### config.mk
export PLATFORM = sky130hd
export DESIGN_NAME = resized_frame_capture
export DESIGN_NICKNAME = d
export VERILOG_FILES = /design/src/rtl/resized_frame_capture.sv
export SDC_FILE = /design/constraint.sdc
export NUM_CORES = 1
export LEC_CHECK = 0
export ABC_AREA = 1
export BUFFER_PORTS_ARGS = -buffer_cell sky130_fd_sc_hd__buf_2
export CELL_PAD_IN_SITES_DETAIL_PLACEMENT = 0
export CELL_PAD_IN_SITES_GLOBAL_PLACEMENT = 2
export CORE_UTILIZATION = 37
export CTS_CLUSTER_DIAMETER = 200
export DETAILED_ROUTE_END_ITERATION = 10
export HOLD_SLACK_MARGIN = 0.06
export PLACE_DENSITY_LB_ADDON = 0.1
export SYNTH_ARGS = -nofsm -noshare
export SYNTH_HDL_FRONTEND = slang
export SYNTH_SLANG_ARGS = --single-unit
export TNS_END_PERCENT = 50
### constraint.sdc
create_clock -name clk -period 6.8 [get_ports clk]
set_clock_uncertainty 0.2 [all_clocks]
set_input_delay 0.68 -clock clk [delete_from_list [all_inputs] [get_ports clk]]
set_output_delay 0.68 -clock clk [all_outputs]
set_load 0.02 [all_outputs]
### src/rtl/resized_frame_capture.sv
// Captures a video stream into a linear frame buffer sized width_exp x height_exp.
// Each write lands at row_base + col; short or long lines and sync glitches raise sticky flags.
module resized_frame_capture #(
    parameter int DATA_W = 8,
    parameter int ADDR_W = 20
) (
    input  logic              clk,
    input  logic              rst_n,
    input  logic              in_data_en,
    input  logic [DATA_W-1:0] data_in,
    input  logic              in_H_SYNC,
    input  logic              in_V_SYNC,
    input  logic [10:0]       width_exp,
    input  logic [10:0]       height_exp,
    input  logic              clear_err,
    output logic              wr_en,
    output logic [ADDR_W-1:0] wr_addr,
    output logic [DATA_W-1:0] wr_data,
    output logic              frame_done,
    output logic              line_err,
    output logic              frame_err,
    output logic [7:0]        frame_cnt
);

    localparam logic [1:0] S_IDLE = 2'd0;
    localparam logic [1:0] S_WAIT = 2'd1;
    localparam logic [1:0] S_LINE = 2'd2;
    localparam logic [1:0] S_DONE = 2'd3;

    logic [1:0]        r_state;
    logic [10:0]       r_row;
    logic [10:0]       r_col;
    logic [ADDR_W-1:0] r_row_base;
    logic              r_vs_d;
    logic              r_hs_d;
    logic              r_de_d;

    logic              w_vs_rise;
    logic              w_hs_rise;
    logic              w_de_fall;
    logic              w_size_ok;
    logic [10:0]       w_row_inc;

    logic [1:0]        w_state_nx;
    logic [10:0]       w_row_nx;
    logic [10:0]       w_col_nx;
    logic [ADDR_W-1:0] w_base_nx;
    logic              w_wr;
    logic [ADDR_W-1:0] w_wr_addr;
    logic              w_lerr_set;
    logic              w_ferr_set;
    logic              w_done;

    assign w_vs_rise = in_V_SYNC & ~r_vs_d;
    assign w_hs_rise = in_H_SYNC & ~r_hs_d;
    assign w_de_fall = r_de_d & ~in_data_en;
    assign w_size_ok = (width_exp != 11'd0) && (height_exp != 11'd0);
    assign w_row_inc = r_row + 11'd1;

    always_comb begin
        w_state_nx = r_state;
        w_row_nx   = r_row;
        w_col_nx   = r_col;
        w_base_nx  = r_row_base;
        w_wr       = 1'b0;
        w_wr_addr  = r_row_base + ADDR_W'(r_col);
        w_lerr_set = w_hs_rise & in_data_en;
        w_ferr_set = 1'b0;
        w_done     = 1'b0;

        if (!w_size_ok) begin
            w_state_nx = S_IDLE;
        end else if (w_vs_rise) begin
            // A frame sync always restarts at the top; a pixel on that cycle is row 0, col 0.
            w_ferr_set = (r_state == S_WAIT) || (r_state == S_LINE);
            w_row_nx   = 11'd0;
            w_base_nx  = '0;
            if (in_data_en) begin
                w_wr       = 1'b1;
                w_wr_addr  = '0;
                w_col_nx   = 11'd1;
                w_state_nx = S_LINE;
            end else begin
                w_col_nx   = 11'd0;
                w_state_nx = S_WAIT;
            end
        end else begin
            case (r_state)
                S_IDLE, S_DONE: begin
                    if (in_data_en) begin
                        w_wr       = 1'b1;
                        w_wr_addr  = '0;
                        w_row_nx   = 11'd0;
                        w_base_nx  = '0;
                        w_col_nx   = 11'd1;
                        w_state_nx = S_LINE;
                    end
                end
                S_WAIT, S_LINE: begin
                    if (in_data_en) begin
                        w_state_nx = S_LINE;
                        if (r_col < width_exp) begin
                            w_wr     = 1'b1;
                            w_col_nx = r_col + 11'd1;
                        end else begin
                            w_lerr_set = 1'b1;
                        end
                    end else if (r_state == S_LINE && w_de_fall) begin
                        if (r_col != width_exp) begin
                            w_lerr_set = 1'b1;
                        end
                        w_base_nx = r_row_base + ADDR_W'(width_exp);
                        w_row_nx  = w_row_inc;
                        w_col_nx  = 11'd0;
                        if (w_row_inc == height_exp) begin
                            w_done     = 1'b1;
                            w_state_nx = S_DONE;
                        end else begin
                            w_state_nx = S_WAIT;
                        end
                    end
                end
                default: w_state_nx = S_IDLE;
            endcase
        end
    end

    always_ff @(posedge clk or negedge rst_n) begin
        if (!rst_n) begin
            r_state    <= S_IDLE;
            r_row      <= 11'd0;
            r_col      <= 11'd0;
            r_row_base <= '0;
            r_vs_d     <= 1'b0;
            r_hs_d     <= 1'b0;
            r_de_d     <= 1'b0;
            wr_en      <= 1'b0;
            wr_addr    <= '0;
            wr_data    <= '0;
            frame_done <= 1'b0;
            line_err   <= 1'b0;
            frame_err  <= 1'b0;
            frame_cnt  <= 8'd0;
        end else begin
            r_state    <= w_state_nx;
            r_row      <= w_row_nx;
            r_col      <= w_col_nx;
            r_row_base <= w_base_nx;
            r_vs_d     <= in_V_SYNC;
            r_hs_d     <= in_H_SYNC;
            r_de_d     <= in_data_en;
            wr_en      <= w_wr;
            if (w_wr) begin
                wr_addr <= w_wr_addr;
                wr_data <= data_in;
            end
            frame_done <= w_done;
            if (w_done) begin
                frame_cnt <= frame_cnt + 8'd1;
            end
            // A new error event on the same cycle as clear_err keeps the flag set.
            if (w_lerr_set) begin
                line_err <= 1'b1;
            end else if (clear_err) begin
                line_err <= 1'b0;
            end
            if (w_ferr_set) begin
                frame_err <= 1'b1;
            end else if (clear_err) begin
                frame_err <= 1'b0;
            end
        end
    end

endmodule

=== After elaboration in Yosys (flattened, before gate mapping) ===
Index checks and enable logic that the tools add are counted.

* Input bits: 36
* Logic and storage cells: 105
* Register bits after elaboration: 87
* Output and inout bits: 40

* Add/subtract/negate cells: 5
* Equal/unequal tests: 12
* $lt $le $gt $ge: 1
* Muxes and demuxes: 53
* Reduce and logical (&&, ||, !) cells: 13
* Bitwise operators: 7

{| class="wikitable"
|+ Operators by type and width
! operator !! count
|-
| 20-bit 2-to-1 mux || 8
|-
| 11-bit 2-to-1 mux || 9
|-
| 11-bit one-hot mux with 2 select lines || 2
|-
| 20-bit by 11-bit adder with 20-bit output || 2
|-
| 20-bit one-hot mux with 2 select lines || 1
|-
| 1-bit 2-to-1 mux || 24
|-
| 11-bit by 1-bit adder with 11-bit output, second input constant || 2
|-
| 11-bit nonzero test || 2
|-
| 2-bit 2-to-1 mux || 7
|-
| 4-bit inequality test, second input constant || 3
|-
| 11-bit == test || 1
|-
| 11-bit less-than comparator || 1
|-
| 11-bit inequality test || 1
|-
| 3-bit inequality test, second input constant || 3
|-
| 8-bit by 1-bit adder with 8-bit output, second input constant || 1
|-
| 4-bit AND reduction || 2
|-
| 5-bit inequality test, second input constant || 1
|-
| 1-bit bitwise AND || 4
|-
| 2-bit == test, second input constant || 2
|-
| 2-bit one-hot mux with 2 select lines || 1
|-
| 2-bit nonzero test || 2
|-
| 2-bit OR reduction || 2
|-
| 1-bit NOT || 3
|-
| 2-bit by 1-bit == test with 1-bit output, second input constant || 1
|-
| 5 further kinds || 6
|}

=== Longest topological paths before layout ===
Gate-level depths: netlist of run 1.

* Word-level depth: 10
* Mapped depth: 17
* Gate-level depth less buffers: 17

=== Worst setup path before layout of run 1 ===
No wires, ideal clock.

* Path type: input to register
* Start point: input width_exp[0]
* End point: register r_row_base[10]
* Setup slack: 4.227 ns
* Data arrival time: 2.256 ns
* Buffers on the path: 0
* Cell stages on the path: 12
* Library setup time: 0.117 ns
* Data required time: 6.483 ns
* Path through: ha_1 inv_1 fa_1 inv_1 a21oi_1 o21ai_0 a21oi_1 inv_1 a31oi_1 or2_2 nand3_1 nand2_1

* Word-level cells in the longest chain between the ends: 5
* Elaborated cells between the ends (all ways): 8
* Those cells by class: 1 x add/sub; 4 x mux; 3 x reduce/logical

{| class="wikitable"
|+ Ends and longest elaborated chain
! item !! RTL line !! RTL
|-
| start: declaration || 13 || <nowiki>input logic [10:0] width_exp,</nowiki>
|-
| 20-bit by 11-bit adder with 20-bit output || 112 || <nowiki>w_base_nx = r_row_base + ADDR_W'(width_exp);</nowiki>
|-
| 20-bit 2-to-1 mux || 108 || <nowiki>end else if (r_state == S_LINE && w_de_fall) begin</nowiki>
|-
| 20-bit 2-to-1 mux || 100 || <nowiki>if (in_data_en) begin</nowiki>
|-
| 20-bit one-hot mux with 2 select lines || 88 || <nowiki>case (r_state)</nowiki>
|-
| 20-bit 2-to-1 mux || 73 || <nowiki>end else if (w_vs_rise) begin</nowiki>
|-
| end signal: assignment || 148 || <nowiki>r_row_base <= w_base_nx;</nowiki>
|-
| end: declaration || 33 || <nowiki>logic [ADDR_W-1:0] r_row_base;</nowiki>
|}

Parallel ways exist; a longest one is shown, timed or not. The select of a mux whose other input is x is not followed.
A chain may end at the register's enable or synchronous reset.

=== Final worst setup path of run 1 ===
* Start point: register r_state[0]
* End point: register r_col[10]

* Word-level cells in the longest chain between the ends: 4
* Elaborated cells between the ends (all ways): 13
* Those cells by class: 6 x eq/ne; 2 x mux; 5 x reduce/logical

{| class="wikitable"
|+ Ends and longest elaborated chain
! item !! RTL line !! RTL
|-
| start: declaration || 30 || <nowiki>logic [1:0] r_state;</nowiki>
|-
| start signal: assignment || 145 || <nowiki>r_state <= w_state_nx;</nowiki>
|-
| 2-bit by 1-bit == test with 1-bit output, or another cell as far along || 88 ||
|-
| 2-bit OR reduction or 1-bit logical AND (tied branches) || 88, 108 ||
|-
| 4-bit inequality test (no line), or another cell as far along || - ||
|-
| 4-bit AND reduction (no line) or 11-bit 2-to-1 mux (tied branches) || - ||
|-
| end signal: assignment || 147 || <nowiki>r_col <= w_col_nx;</nowiki>
|-
| end: declaration || 32 || <nowiki>logic [10:0] r_col;</nowiki>
|}

Parallel ways exist; a longest one is shown, timed or not.

==> key figures, run 1 <==
Place
  • Post-DP HPWL: 12900 um
  • I/O Buffers: 75
  • RD Place Congestion: 0.847

Pwr
  • Comb pwr share: 0.273
  • Sw Ratio: 0.358
  • Cell-internal power: roughly 1 mW
  • Maximum VDD drop: 138 uV
  • Sequential share of power: 0.390
  • Power per standard cell area: approximately 240 mW/mm2
  • Pleak: 3.46 nW
  • Total chip power: 1.59 mW
  • Sw power: 0.569 mW
  • Clock Power Share: 0.338

Floorplanning
  • Chip Height: 128 um
  • Row count: 45
  • Initial core utilization: 0.381
  • Core area: 0.0153 mm2
  • Width of the die: 128 um
  • Die Area: 0.0163 mm2
  • Top Ports: 76

Clocking
  • Post-cts sizing count: 0
  • H-tree depth: 3
  • Clock-pin slew on the worst setup and hold paths: 70 ps
  • Clock Path Buffers: 2
  • Skew-Pair Late Insertion Delay: roughly 340 ps
  • Root Driver: clkbuf_16
  • Hold-fix buffers, CTS: 0
  • CTS tree: built
  • CTS Buf Count: 9
  • Sink Count: 87
  • Post-CTS setup buffers: 0

Detailed routing
  • First-pass DRT Iterations: 5
  • DR vias: 5392
  • Per-cell routed wire length: 15.7 um
  • Post-route DRC: 0
  • WL final: ~17000 um
  • Remaining antenna violation count: 0
  • Initial drt markers: 310
  • DR vias/cell: 5.11

Global routing
  • Largest net degree at the start of global routing: 50
  • First-pass GRT wire length: 26400 um
  • GRT Residual Overflow: 0
  • Vias in the first global route: 5106
  • Initial antenna violation count: 0
  • Total GRT Usage: 0.213

Cells and area
  • Diode count: 0
  • Fin nets: 916
  • Fillers: 1600
  • Most frequent cells in the layout: nand2_1, inv_1, dfrtp_1
  • Reg area: 0.00218 mm2
  • Multi-input gate area: between 0.003 and 0.004 mm2
  • Share of cells above drive strength 1: 0.166
  • Area grow syn2layout: 15.9%
  • Commonest non-fill, non-tap cell in the layout: nand2_1

Yosys
  • Mapped Avg Cell Area: between 7 and 8 um2
  • Post-synth EDFFs: 0
  • Flop and latch count out of synthesis: 87
  • Synthesized area: just under 0.006 mm2
  • Sequential share of the synthesized area: 0.373
  • Dominant synthesized flop cell: dfrtp_1
  • Yosys cell types: 45
  • Cell count after synthesis: 763
  • Post-synth ARST share: 1.00
  • Mapped Nets: 838
  • Synth warn: 0

STA
  • Slew Limit Fails: 0
  • Final Hold Slack: about 120 ps
  • Final Cycle Share: 0.435
  • Worst-margin pin slew: 922 ps
  • TNS Setup: 0 ps
  • Max frequency: 338 MHz
  • Post-layout min period: 2960 ps
  • Relative slew slack: 0.385
  • Setup-failing EPs final: 0
  • RSZ-0062 raised after global routing: no
  • Hold Violations, Final: 0

Worst setup path
  • Crit. End Element: register
  • Setup CP Type: register to register
  • Crit Reg-Reg Startpoint: r_state[0]
  • Crit. Startpoint: r_state[0]
  • Crit path DAT: 2990 ps
  • CP Data Required Time: 6830 ps
  • Crit-path max FO: 14
  • Startpoint Class: register

Min path
  • Hold/Removal Path Class: primary input to async pin

Status
  • Status: completed

Job
  • Max Cap Viol: 0
[registers in the layout (all words and copies together), names as in the netlist]
name and count:
frame_err 1, r_state 2, r_row_base 20, r_vs_d 1, r_de_d 1, r_row 11
r_hs_d 1, wr_en 1, wr_addr 20, frame_cnt 8, r_col 11, line_err 1
wr_data 8, frame_done 1
[cell families (layout without fill, tap and decap cells)]
| kind of cell | Yosys count | after routing | share of synthesized area |
|---|---|---|---|
| xor gates and xnor gates | 23 | 23 | 0.0346 |
| adders and majority gates | 39 | 39 | 0.0863 |
| AOI/OAI and AO/OA | 127 | 127 | 0.130 |
| buffers and inverters | 117 | 198 | 0.0771 |
| and+or+nand+nor | 370 | 370 | 0.299 |
| DFF | 87 | 87 | 0.373 |
[final cells by class]
class	count	share of cell area
repair buffers	78	0.0593
clock buffers	9	0.0333
clock inverters	5	0.0126
well taps	211	0.0391
multi-input cells	559	0.475
inverters	106	0.0589
flip-flops and latches	87	0.322
[critical path, cell delays in order (launching register included)]
cell,delay (ps)
dfrtp_1,340
inv_1,50
ha_1,400
nor2_2,440
inv_2,190
nor2_1,310
nand2_1,120
nand2_1,380
inv_1,120
nand3_1,100
xor2_1,140
nor2_1,50
[power by group through the flow]
stage / clock network [mW] / logic, mW / registers, mW
2_1_floorplan: 0 / 0.282 / 0.622
3_3_place_gp: 0 / 0.433 / 0.629
3_5_place_dp: 0 / 0.431 / 0.629
4_1_cts: 0.553 / 0.434 / 0.620
5_1_grt: 0.574 / 0.481 / 0.625
6_report: 0.537 / 0.434 / 0.620
[layer usage]
layer | GRT usage | vias up | wire length (um)
li1 | - | 2692 | -
met1 | 0.293 | 2568 | 8260
met2 | 0.348 | 121 | 7490
met3 | 0.0268 | 11 | 620
met4 | 0.0658 | 0 | 183
met5 | 0 | - | 0
[path summary, 6_finish.rpt]
path,slack [ps],depth (start not counted),to
setup reg to reg,3840,11,r_col[10]
hold reg to reg,270,2,wr_data[1]
hold / removal,120,1,r_row[7]
min in group clk,260,1,r_hs_d
setup / recovery,3840,11,r_col[10]
max in group asynchronous,5230,2,wr_addr[7]
[through the flow]
step	std cells	utilization	setup slack (ps)	cell area, um2
floorplan	763	-	4230	5830
global placement	1041	0.421	3580	6450
detailed placement	1041	0.421	3500	6450
CTS	1055	0.441	3850	6760
global route	1055	0.441	3570	6760
finish	1055	0.441	3840	6760
[Yosys cell counts, types with 2 or more instances]
master,count,area share
clkbuf_1,3,0.0019
xor2_1,18,0.027
buf_2,8,0.0069
o22ai_1,4,0.0043
nor3_1,8,0.0069
dfrtp_1,87,0.37
nand3_1,48,0.041
ha_1,37,0.079
o21ai_1,2,0.0017
inv_2,7,0.0045
a22oi_1,2,0.0026
a22o_1,12,0.018
nand2_2,10,0.011
fa_1,2,0.0069
nand3_2,5,0.0086
xnor2_1,5,0.0075
inv_1,98,0.063
nand2_1,189,0.12
o21bai_1,3,0.0039
o31ai_1,4,0.0052
o21ai_0,44,0.038
a31oi_1,6,0.0064
nand3_4,2,0.0060
nor2_2,10,0.011
and2_1,2,0.0021
a21o_1,2,0.0026
nand4_1,18,0.019
nand3b_1,6,0.0077
o21ai_2,2,0.0030
nor4_1,6,0.0064
nor2_1,54,0.035
or2_2,2,0.0021
a21oi_1,37,0.032
nor2_4,8,0.015
o221ai_1,2,0.0030
Note: power is estimated with default switching activity, not from simulation.
==> run 2: changes to the inputs <==
--- a/config.mk
+++ b/config.mk
@@ -9,7 +9,7 @@
 export BUFFER_PORTS_ARGS = -buffer_cell sky130_fd_sc_hd__buf_2
 export CELL_PAD_IN_SITES_DETAIL_PLACEMENT = 0
 export CELL_PAD_IN_SITES_GLOBAL_PLACEMENT = 2
-export CORE_UTILIZATION = 37
+export CORE_UTILIZATION = 31
 export CTS_CLUSTER_DIAMETER = 200
 export DETAILED_ROUTE_END_ITERATION = 10
 export HOLD_SLACK_MARGIN = 0.06
==> constraint.sdc (replaced) <==
create_clock -name clk -period 2.45 [get_ports clk]
set_clock_uncertainty 0.2 [all_clocks]
set_input_delay 0.245 -clock clk [delete_from_list [all_inputs] [get_ports clk]]
set_output_delay 0.245 -clock clk [all_outputs]
set_load 0.02 [all_outputs]
==> run 2 against run 1 <==
The run now ends with DRC left. Sequential power rose to 2.7 times the previous value. Total power grew to 3.1 times the previous value. Sequential share of layout area shrank 3.7 points. Critical endpoint is now wr_addr[10]. Combinational power rose to 3.8 times the previous value. Worst setup slack got worse by 3800 ps. Cell count grew 8.8%. Routed wire length up 11%. Clock-buffer cell count up 1. Die area is 19% higher. Critical path type unchanged. Core utilization shrank 2.1 points.
==> key figures, run 2 (synthesized netlist as in run 1, its figures left out) <==
Pwr
  • Power per standard cell area: 637 mW/mm2 (+170%)
  • Maximum VDD drop: 429 uV (+210%)
  • Total chip power: 4.87 mW (+210%)
  • Pleak: 3.85 nW (+11%)

Cells and area
  • Diode count: 0 (unchanged)
  • Share of cells above drive strength 1: 0.260 (+0.0942)
  • Fillers: 1868 (+17%)
  • Commonest non-fill, non-tap cell in the layout: nand2_1
  • Area grow syn2layout: 31.2%
  • Fin cells: 1148 (+8.8%)
  • Biggest regs: r_row_base (20), wr_addr (20)
  • Most frequent cells in the layout: nand2_1, inv_1, dfrtp_1
  • Multi-input gate area: 0.00343 mm2 (+6.8%)
  • Reg area: 0.00218 mm2 (about the same)
  • Layout Utilization: 0.420 (-0.0212)
  • Fin nets: 989 (+8.0%)

STA
  • Final Cycle Share: 0.963 (+0.528)
  • Max frequency: 424 MHz (+25%)
  • Final Hold Slack: 128 ps (+8.31 ps)
  • Setup-failing EPs final: 0 (unchanged)
  • Hold Violations, Final: 0 (unchanged)
  • Worst-margin pin slew: 524 ps (-398 ps)
  • Relative slew slack: 0.650 (+0.265)
  • Post-layout min period: 2360 ps (-599 ps)
  • RSZ-0062 raised after global routing: yes
  • Slew Limit Fails: 0 (unchanged)

Detailed routing
  • Remaining antenna violation count: 0 (unchanged)
  • DR vias: 5583 (+3.5%)
  • WL final: 18400 um (+11%)
  • Initial drt markers: 299 (-3.5%)
  • Per-cell routed wire length: 16.1 um (+2.4%)
  • DR vias/cell: 4.86 (-4.8%)
  • Post-route DRC: 8 (+8)
  • First-pass DRT Iterations: 10 (+5)

Min path
  • Worst Min Path Start: width_exp[0]
  • Hold Path Depth: 3
  • Worst hold endpoint: r_row_base[0]
  • Hold/Removal Path Class: primary input to register

Floorplanning
  • Die Area: 0.0194 mm2 (+19%)
  • Width of the die: 139 um (+9.1%)
  • Chip Height: 139 um (+9.1%)
  • Core area: 0.0182 mm2 (+19%)
  • Top Ports: 76 (unchanged)
  • Initial core utilization: 0.320 (-0.0605)
  • Row count: 49 (+8.9%)

Worst setup path
  • Critical path buffer and inverter count: 1 (-2)
  • Startpoint Class: register
  • Slowest stage delay, CP: 430 ps (about the same)
  • Setup CP Type: register to register
  • Crit Reg-Reg Startpoint: r_row_base[0]
  • R2r endpoint: wr_addr[10]
  • Cell repeated most along the worst path: nand2_1
  • Delay-heaviest family, CP: adder cells
  • Crit path DAT: 2450 ps (-540 ps)
  • Crit-path max FO: 3 (-11)
  • Worst path slowest cell: dfrtp_1
  • Crit. End Element: register
  • Worst R2R Path Depth: 11 (unchanged)
  • CP Data Required Time: 2540 ps (-4290 ps)
  • Worst reg-to-reg setup slack: 90 ps (-3750 ps)
  • Worst-path cell chain: buf_4 > ha_1 > fa_2 > nand3_1 > nand2_2 > a21boi_2 > o21ai_2 > a31oi_1 > xnor2_1 > nand2_1 > nand2_1

Place
  • Post-DP HPWL: 14400 um (+12%)
  • RD Place Congestion: 0.875 (+3.3%)
  • I/O Buffers: 75 (unchanged)
  • Inst Count DP: 1110 (+6.6%)

Clocking
  • Clock-pin slew on the worst setup and hold paths: 70 ps (about the same)
  • Root Driver: clkbuf_16
  • Clock Path Buffers: 2 (unchanged)
  • Skew-Pair Late Insertion Delay: 350 ps (about the same)
  • CTS tree: built
  • CTS Buf Count: 9 (unchanged)
  • H-tree depth: 3 (unchanged)
  • Sink Count: 87 (unchanged)

Global routing
  • Initial antenna violation count: 0 (unchanged)
  • Vias in the first global route: 5526 (+8.2%)
  • GRT Residual Overflow: 0 (unchanged)
  • Total GRT Usage: 0.198 (-0.0149)
  • First-pass GRT wire length: 29800 um (+13%)
  • Largest net degree at the start of global routing: 57 (+14%)

Status
  • Status: finished, violations left
  • Failing checks: DRC

Job
  • Max Cap Viol: 0 (unchanged)
run 2: what timing repair did:
action                                 4_1_cts  5_1_grt
buffers inserted                             1        8
endpoints found under the hold margin       44        0
resized for setup                            8       48
setup endpoints to repair                    7       52
hold buffers                                13        0
pin swaps                                    1       12
run 2: per-stage QoR:
step	cell area, um2	setup TNS [ps]	worst slack (ps)
2_1_floorplan	5830	0	197
3_3_place_gp	6900	-837	-209
3_5_place_dp	6900	-898	-220
4_1_cts	7390	-34.3	-34.3
5_1_grt	7650	-188	-68.0
6_report	7650	0	90.1
run 2: routing by layer:
metal	GRT usage	part of all wire	vias to the layer above
met3	0.0252	0.029	17
met5	0	0	-
met2	0.333	0.48	93
li1	-	-	2832
met1	0.261	0.47	2641
met4	0.0678	0.017	0
run 2: power breakdown:
part           total (mW)  internal (mW)  switching (mW)
logic                1.64          0.662           0.976
clock network        1.55          0.905           0.649
registers            1.68           1.56           0.119
total                4.87           3.13            1.74
run 2: how the worst max path moves through the flow:
stage                        from        endpoint  slack, ps  cells past startpoint
floorplan           r_row_base[0]  r_row_base[10]        200                     12
global placement     width_exp[0]  r_row_base[16]       -210                     14
detailed placement   width_exp[0]  r_row_base[16]       -220                     14
CTS                 r_row_base[2]  r_row_base[17]        -30                      8
global route        r_row_base[0]     wr_addr[10]        -70                     11
finish              r_row_base[0]     wr_addr[10]         90                     11
run 2: worst reg2reg max path, delay by kind of cell, from the launching register on:
family	cells	cell delay, ps
compound gates	3	500
xor+xnor	1	140
fa+ha+maj	2	550
buf+inv	1	160
flops	1	430
simple gates	4	310
run 2: final cells by class:
| cell class | instances | share of cell area |
|---|---|---|
| flip-flops and latches | 87 | 0.285 |
| inverters | 106 | 0.0528 |
| multi-input cells | 559 | 0.448 |
| clock buffers | 10 | 0.0299 |
| clock inverters | 6 | 0.0121 |
| repair buffers | 151 | 0.135 |
| well taps | 229 | 0.0375 |
